### src/rtl/booth_pkg.sv
// Shared types and constants for the radix-2 Booth multiplier.
package booth_pkg;

    typedef enum logic [1:0] {
        IDLE = 2'd0,
        RUN  = 2'd1,
        DONE = 2'd2
    } state_t;

    // Booth recoding pairs Q[1:0]: 01 adds M, 10 subtracts M, 00/11 only shift.
    localparam logic [1:0] ADD = 2'b01;
    localparam logic [1:0] SUB = 2'b10;

    // Step counter must hold 0..WIDTH (WIDTH+1 steps).
    function automatic int cnt_w(input int width);
        return $clog2(width + 2);
    endfunction

endpackage

### src/rtl/booth_r2_step.sv
// One combinational radix-2 Booth step: conditional add/subtract of M into A,
// then arithmetic right shift of the combined {A,Q}.
module booth_r2_step
    import booth_pkg::*;
#(
    parameter int WIDTH = 8
) (
    input  logic [WIDTH+1:0] a_i,
    input  logic [WIDTH+1:0] q_i,
    input  logic [WIDTH:0]   m_i,
    output logic [WIDTH+1:0] a_o,
    output logic [WIDTH+1:0] q_o
);
    localparam int AW = WIDTH + 2;

    logic [AW-1:0] m_ext;
    logic [AW-1:0] sum;

    assign m_ext = {m_i[WIDTH], m_i};

    always_comb begin
        sum = a_i;
        case (q_i[1:0])
            ADD:     sum = a_i + m_ext;
            SUB:     sum = a_i + ~m_ext + AW'(1);
            default: sum = a_i;
        endcase
    end

    // The bit shifted out of A enters the top of Q; A keeps its sign.
    assign a_o = {sum[AW-1], sum[AW-1:1]};
    assign q_o = {sum[0], q_i[AW-1:1]};

endmodule

### src/rtl/booth_mult_param.sv
// Sequential radix-2 Booth multiplier, signed or unsigned per operation,
// with a start/busy/done handshake and a product register updated only on completion.
module booth_mult_param
    import booth_pkg::*;
#(
    parameter int WIDTH = 8
) (
    input  logic               Clk,
    input  logic               Rst,
    input  logic               St,
    input  logic               Sgn,
    input  logic [WIDTH-1:0]   Mplier,
    input  logic [WIDTH-1:0]   Mcand,
    output logic [2*WIDTH-1:0] Product,
    output logic               Busy,
    output logic               Done
);
    localparam int            CW        = cnt_w(WIDTH);
    localparam logic [CW-1:0] LAST_STEP = CW'(WIDTH);

    state_t             state_q, state_d;
    logic [WIDTH+1:0]   a_q, a_d;
    logic [WIDTH+1:0]   q_q, q_d;
    logic [WIDTH:0]     m_q, m_d;
    logic [CW-1:0]      cnt_q, cnt_d;
    logic [2*WIDTH-1:0] product_q, product_d;

    logic [WIDTH+1:0]   a_step;
    logic [WIDTH+1:0]   q_step;

    booth_r2_step #(
        .WIDTH (WIDTH)
    ) u_step (
        .a_i (a_q),
        .q_i (q_q),
        .m_i (m_q),
        .a_o (a_step),
        .q_o (q_step)
    );

    always_ff @(posedge Clk) begin
        if (Rst) begin
            state_q   <= IDLE;
            a_q       <= '0;
            q_q       <= '0;
            m_q       <= '0;
            cnt_q     <= '0;
            product_q <= '0;
        end else begin
            state_q   <= state_d;
            a_q       <= a_d;
            q_q       <= q_d;
            m_q       <= m_d;
            cnt_q     <= cnt_d;
            product_q <= product_d;
        end
    end

    always_comb begin
        state_d   = state_q;
        a_d       = a_q;
        q_d       = q_q;
        m_d       = m_q;
        cnt_d     = cnt_q;
        product_d = product_q;
        case (state_q)
            IDLE, DONE: begin
                state_d = IDLE;
                if (St) begin
                    // Operands are captured here so the inputs may change during RUN.
                    state_d = RUN;
                    m_d     = {Sgn & Mcand[WIDTH-1], Mcand};
                    q_d     = {Sgn & Mplier[WIDTH-1], Mplier, 1'b0};
                    a_d     = '0;
                    cnt_d   = '0;
                end
            end
            RUN: begin
                a_d   = a_step;
                q_d   = q_step;
                cnt_d = cnt_q + CW'(1);
                if (cnt_q == LAST_STEP) begin
                    // Low 2*WIDTH bits of {A, Q[WIDTH+1:1]} after the final shift.
                    state_d   = DONE;
                    product_d = {a_step[WIDTH-2:0], q_step[WIDTH+1:1]};
                end
            end
            default: state_d = IDLE;
        endcase
    end

    assign Product = product_q;
    assign Busy    = (state_q == RUN);
    assign Done    = (state_q == DONE);

endmodule

### config.mk
export PLATFORM = sky130hd
export DESIGN_NAME = booth_mult_param
export DESIGN_NICKNAME = d
export VERILOG_FILES = /design/src/rtl/booth_pkg.sv /design/src/rtl/booth_r2_step.sv /design/src/rtl/booth_mult_param.sv
export SDC_FILE = /design/constraint.sdc
export NUM_CORES = 1
export LEC_CHECK = 0
export ABC_AREA = 1
export BUFFER_PORTS_ARGS = -buffer_cell sky130_fd_sc_hd__buf_2
export CORE_AREA = 2 2 80 82
export CTS_CLUSTER_SIZE = 30
export DETAILED_ROUTE_END_ITERATION = 12
export DIE_AREA = 0 0 82 84
export PLACE_DENSITY = 0.75
export SLEW_MARGIN = 10
export SYNTH_ARGS = -nofsm -noshare
export SYNTH_HDL_FRONTEND = slang
export SYNTH_SLANG_ARGS = --single-unit
### constraint.sdc
create_clock -name Clk -period 2.4 [get_ports Clk]
set_input_delay 0.24 -clock Clk [delete_from_list [all_inputs] [get_ports Clk]]
set_output_delay 0.24 -clock Clk [all_outputs]
set_load 0.05 [all_outputs]
## Word-level counts from Yosys, hierarchy flattened

Cells that the tools add are included.

- Add/sub/neg operators: 4
- Equal/unequal tests: 7
- Muxes and demuxes: 10
- Bitwise gates (word level): 3
- Reduce and logical (&&, ||, !) cells: 6

Operators with widths:

| cell | count |
|---|---|
| 10-bit one-hot mux with 2 select lines | 3 |
| 10-bit adder | 2 |
| 10-bit two-way mux | 2 |
| 10-bit by 1-bit adder with 10-bit output (second input constant) | 1 |
| 10-bit inverter | 1 |
| 4-bit one-hot mux with 2 select lines | 1 |
| 2-bit AND reduction | 3 |
| 4-bit by 1-bit adder with 4-bit output (second input constant) | 1 |
| 2-bit by 1-bit == test with 1-bit output (second input constant) | 2 |
| 2-bit == test (second input constant) | 2 |
| 4-bit == test (second input constant) | 1 |
| 4-bit two-way mux | 1 |
| 2-bit one-hot mux with 2 select lines | 1 |
| 1-bit bitwise AND | 2 |
| 2-bit zero test | 1 |
| 2-bit two-way mux | 1 |
| 2-bit by 1-bit inequality test with 1-bit output (second input constant) | 1 |
| 2-bit inequality test (second input constant) | 1 |
| 2-bit nonzero test | 1 |
| 2-bit OR reduction | 1 |
| 1-bit two-way mux | 1 |

- Flip-flop bits (word level): 51
- Logic and storage cells: 36

## Logic depth before layout (Yosys ltp)

- Depth after elaboration: 5
- Depth in mapped cells: 15
- Depth with buffers taken out: 14

## Cells and area by module

Synthesis repeated with hierarchy kept, for this count alone.

- Cells, all modules: 493
- Area, all modules: 3288.2 µm²

Modules (own cells, without submodules):

| module | instances | cells an instance | area each (µm²) | sequential area each (µm²) |
|---|---|---|---|---|
| booth_mult_param | 1 | 265 | 2031.9 | 1021.0 |
| booth_r2_step | 1 | 228 | 1256.2 | 0.0 |

## Least setup slack after synthesis

OpenSTA, ideal clock, no wires.

- Path type: register to register
- Start: register a_q[0]
- End: register a_q[7]
- Arrival time: 1635 ps
- Data required time: 2334 ps
- Path slack: 699 ps
- Stages on the path, launching flop included: 13
- Buffers on the path: 0
- Cell sequence: dfxtp_1 -> ha_1 -> inv_1 -> fa_1 -> inv_1 -> nand3_1 -> nand2_1 -> nand3_1 -> nand3_1 -> nand2_1 -> o21ai_1 -> nand2_1 -> a21oi_2

- Word-level cells in the longest chain between the ends: 4
- Elaborated cells between the ends (all ways): 5

Ends and longest elaborated chain:

| item | line | source |
|---|---|---|
| start: declaration | booth_mult_param.sv:22 | `logic [WIDTH+1:0] a_q, a_d;` |
| start signal: assignment | booth_mult_param.sv:44 | `a_q <= '0;` |
| start signal: assignment | booth_mult_param.sv:51 | `a_q <= a_d;` |
| 10-bit adder | booth_r2_step.sv:25 | `SUB: sum = a_i + ~m_ext + AW'(1);` |
| 10-bit by 1-bit adder with 10-bit output | booth_r2_step.sv:25 |  |
| 10-bit one-hot mux with 2 select lines * | booth_r2_step.sv:23 | `case (q_i[1:0])` |
| 10-bit one-hot mux with 2 select lines * | booth_mult_param.sv:66 | `case (state_q)` |

Mark *: on every way between the ends. The rest lies on a longest branch, timed or not.
A chain may end at the register's enable or synchronous reset.

## Final worst setup path

Ends and elaborated chain as after synthesis.

==> reports/qor.yml <==
die:
  io_pins: 38
  start_util: 0.5320
  core.rowCount: 29
  core_um2: 6096
  die_x_um: 82
  dieHeight_um: 84
  dieArea_um2: 6888
synthesis:
  syn_area_um2: 3243
  synthAdderAreaFrac: 0.09722
  synth_nets: 496
  synth_area_per_cell_um2: 7.175
  yosysTopAreaCellShare: 0.3086
  synth-xor-area-share: 0
  ys_top_cells_by_count: "nand2_1 (92), inv_1 (53), nand3_1 (53), dfxtp_1 (50), a21oi_1 (28)"
  synth_top_family_by_area: "simple AND/OR/NAND/NOR gates"
  synth_edf_count: 0
  yosysTopAreaCell: "dfxtp_1"
  async_reset_ff_frac: 0
  synthesis.instances: 452
  synth_cell_type_count: 36
  yosys.area_share.simple: 0.3164
  synth_most_common_cell: "nand2_1"
  ys_ff_latch: 50
  synth_top_flop_cell: "dfxtp_1"
  ys.warnings.count: 0
  synth_compound_area_frac: 0.1489
  synth_mux_area_frac: 0
  synthTopCellsByArea: "dfxtp_1 (31%), nand2_1 (11%), ha_1 (8.5%), nand3_1 (8.2%), inv_1 (6.1%)"
  ys_seq_area_frac: 0.3086
clock_network:
  insertion_delay_ns: 0.31
  ctsHoldBuffers: 0
  cts_post_setup_buffers_inserted: 0
  cts_buffer_depth: 2
  cts_sinks: 50
  cts_tree: "yes"
  cts_root_buffer: "clkbuf_8"
  htreeDepth: 2
  post_cts_resized: 0
  clkTransAtPathRegs_ns: 0.10
  cts_made_buffers: 5
sta:
  fin_skew_ns: 0.01046
  setup_tns_ns: 0
  worst_pin_slew_ns: 0.5780
  finalHoldViolCount: 0
  rsz0062_at_grt: "no"
  maxSlewViolCount: 0
  min_period_over_period: 0.8570
  period_needed_ns: 2.057
  max_freq_mhz: 486.2
  setup_viol: 0
  relSlewSlack: 0.6142
worst_setup_path:
  critPathKind: "reg2reg"
  crit_fanout: 3
  crit_path_end_kind: "register"
  arrival_ns: 2.31
  start_kind: "register"
  worstPathCellList: "ha_1 -> inv_1 -> fa_1 -> inv_1 -> nand3_1 -> nand2_1 -> nand3_1 -> nand3_1 -> nand2_1 -> o21ai_1 -> nand2_1 -> a21oi_2"
  crit_slowest_cell: "fa_1"
  worstPathRequired_ns: 2.65
  cpLargestDelayFamily: "adder cells"
  critPathMaxStageDelay_ns: 0.42
  cp_num_buf_inv: 2
global_route:
  grt_pass1_vias: 2815
  overflow: 0
  grt_util_all_layers: 0.2394
  grt_pass1_wl_mm: 13.04
  antenna_found_initial: 0
  grt_max_degree: 26
layout:
  fin_nets: 523
  syn_to_final_growth_pct: 8.063
  n_antenna_cell: 0
  final_core_util: 0.5749
  drive_gt1_frac: 0.2083
placed_design:
  place_congestion: 0.8935
  dp_hpwl_mm: 5.872
  portBuffers: 37
route:
  wire_per_inst_um: 13.92
  final_antenna_net_count: 0
  drc: 0
  viasPerCell: 5.415
  drt_iter0_drc: 198
  routed_wl_mm: 7.751
  drt_first_pass_iters: 4
  vias: 3016
min_path:
  hp-class: "in2reg"
power_and_ir_drop:
  leakage_uw: 0.001633
  ir_drop_uv: 530.3
  power.density_nw_per_um2: 550.5
flow_run:
  max_cap_violations: 0
outcome:
  status: "complete, no violations"
-- power breakdown --
part,leakage (µW),internal (µW),switching (µW)
Clock,0.0000618,343,297
Sequential,0.000407,860,21.5
Combinational,0.00116,134,274
Total,0.00163,1340,593
-- cells in the final DEF, fill, tap and decap left out, drive strengths merged --
cell type	synthesis	layout
a211oi	1	1
nor4	1	1
a21oi	38	38
o21a	2	2
clkbuf	4	6
o21ai	29	29
nor3	1	1
bufinv	0	1
ha	22	22
fa	2	2
clkinv	1	1
inv	64	65
o22ai	2	2
or2	3	3
and2	1	1
nand3	59	59
nor2	35	35
dfxtp	50	50
buf	17	41
nand2	105	105
a31oi	1	1
nand4	6	6
o211ai	1	1
a221oi	7	7
-- per-layer routing --
| metal | vias to the layer above | part of all wire | GRT usage |
|---|---|---|---|
| li1 | 1527 | - | - |
| met1 | 1401 | 0.45 | 0.3185 |
| met2 | 73 | 0.49 | 0.3962 |
| met3 | 15 | 0.043 | 0.03139 |
| met4 | 0 | 0.023 | 0.07576 |
| met5 | - | 0 | 0 |
-- stage by stage --
stage,hold WS (ns),cell area (µm²),total power [µW],setup slack (ns),cells
after floorplan,0.3838,3243,1234,0.6991,452
after global placement,0.4486,3383,1299,0.3964,549
after detailed placement,0.4593,3383,1304,0.3958,549
after CTS,0.1634,3505,1934,0.3495,557
after global routing,0.1805,3505,2019,0.1577,557
final,0.1680,3505,1929,0.3432,557
-- tightest hold or removal path, cell delays in order --
cell,delay [ns]
buf_2,0.08
a221oi_1,0.06
nor2_1,0.07
-- sequential cells by signal (all words and copies together) (netlist names) --
| name | count |
|---|---|
| q_q | 10 |
| state_q | 2 |
| Product | 16 |
| a_q | 9 |
| cnt_q | 4 |
| m_q | 9 |
-- logic make-up (layout without fill, tap and decap cells) --
family,count (synthesis),count (layout)
simple gates,211,211
buf+inv,86,114
compound gates,81,81
flops,50,50
fa+ha+maj,24,24
-- area by class of cell --
| cell class | instances | area (µm²) |
|---|---|---|
| Timing Repair Buffer | 41 | 215.2 |
| Tap cell | 77 | 96.34 |
| Sequential cell | 50 | 1001 |
| Fill cell | 606 | 2591 |
| Multi-Input combinational cell | 316 | 1824 |
| Clock inverter | 2 | 38.79 |
| Clock buffer | 6 | 82.58 |
| Inverter | 65 | 246.5 |
-- final timing paths --
path / from / end / cells past startpoint / slack [ns]
worst max-delay path: a_q[0]$_SDFFE_PP0P_ / a_q[7]$_SDFFE_PP0P_ / 12 / 0.34
worst min-delay path: Mplier[4] / q_q[5]$_SDFFE_PP0P_ / 3 / 0.17
worst max register to register: a_q[0]$_SDFFE_PP0P_ / a_q[7]$_SDFFE_PP0P_ / 12 / 0.34
worst min register to register: cnt_q[2]$_SDFFE_PP0P_ / cnt_q[2]$_SDFFE_PP0P_ / 2 / 0.47
No activity file was read; power rests on OpenSTA's default activity.
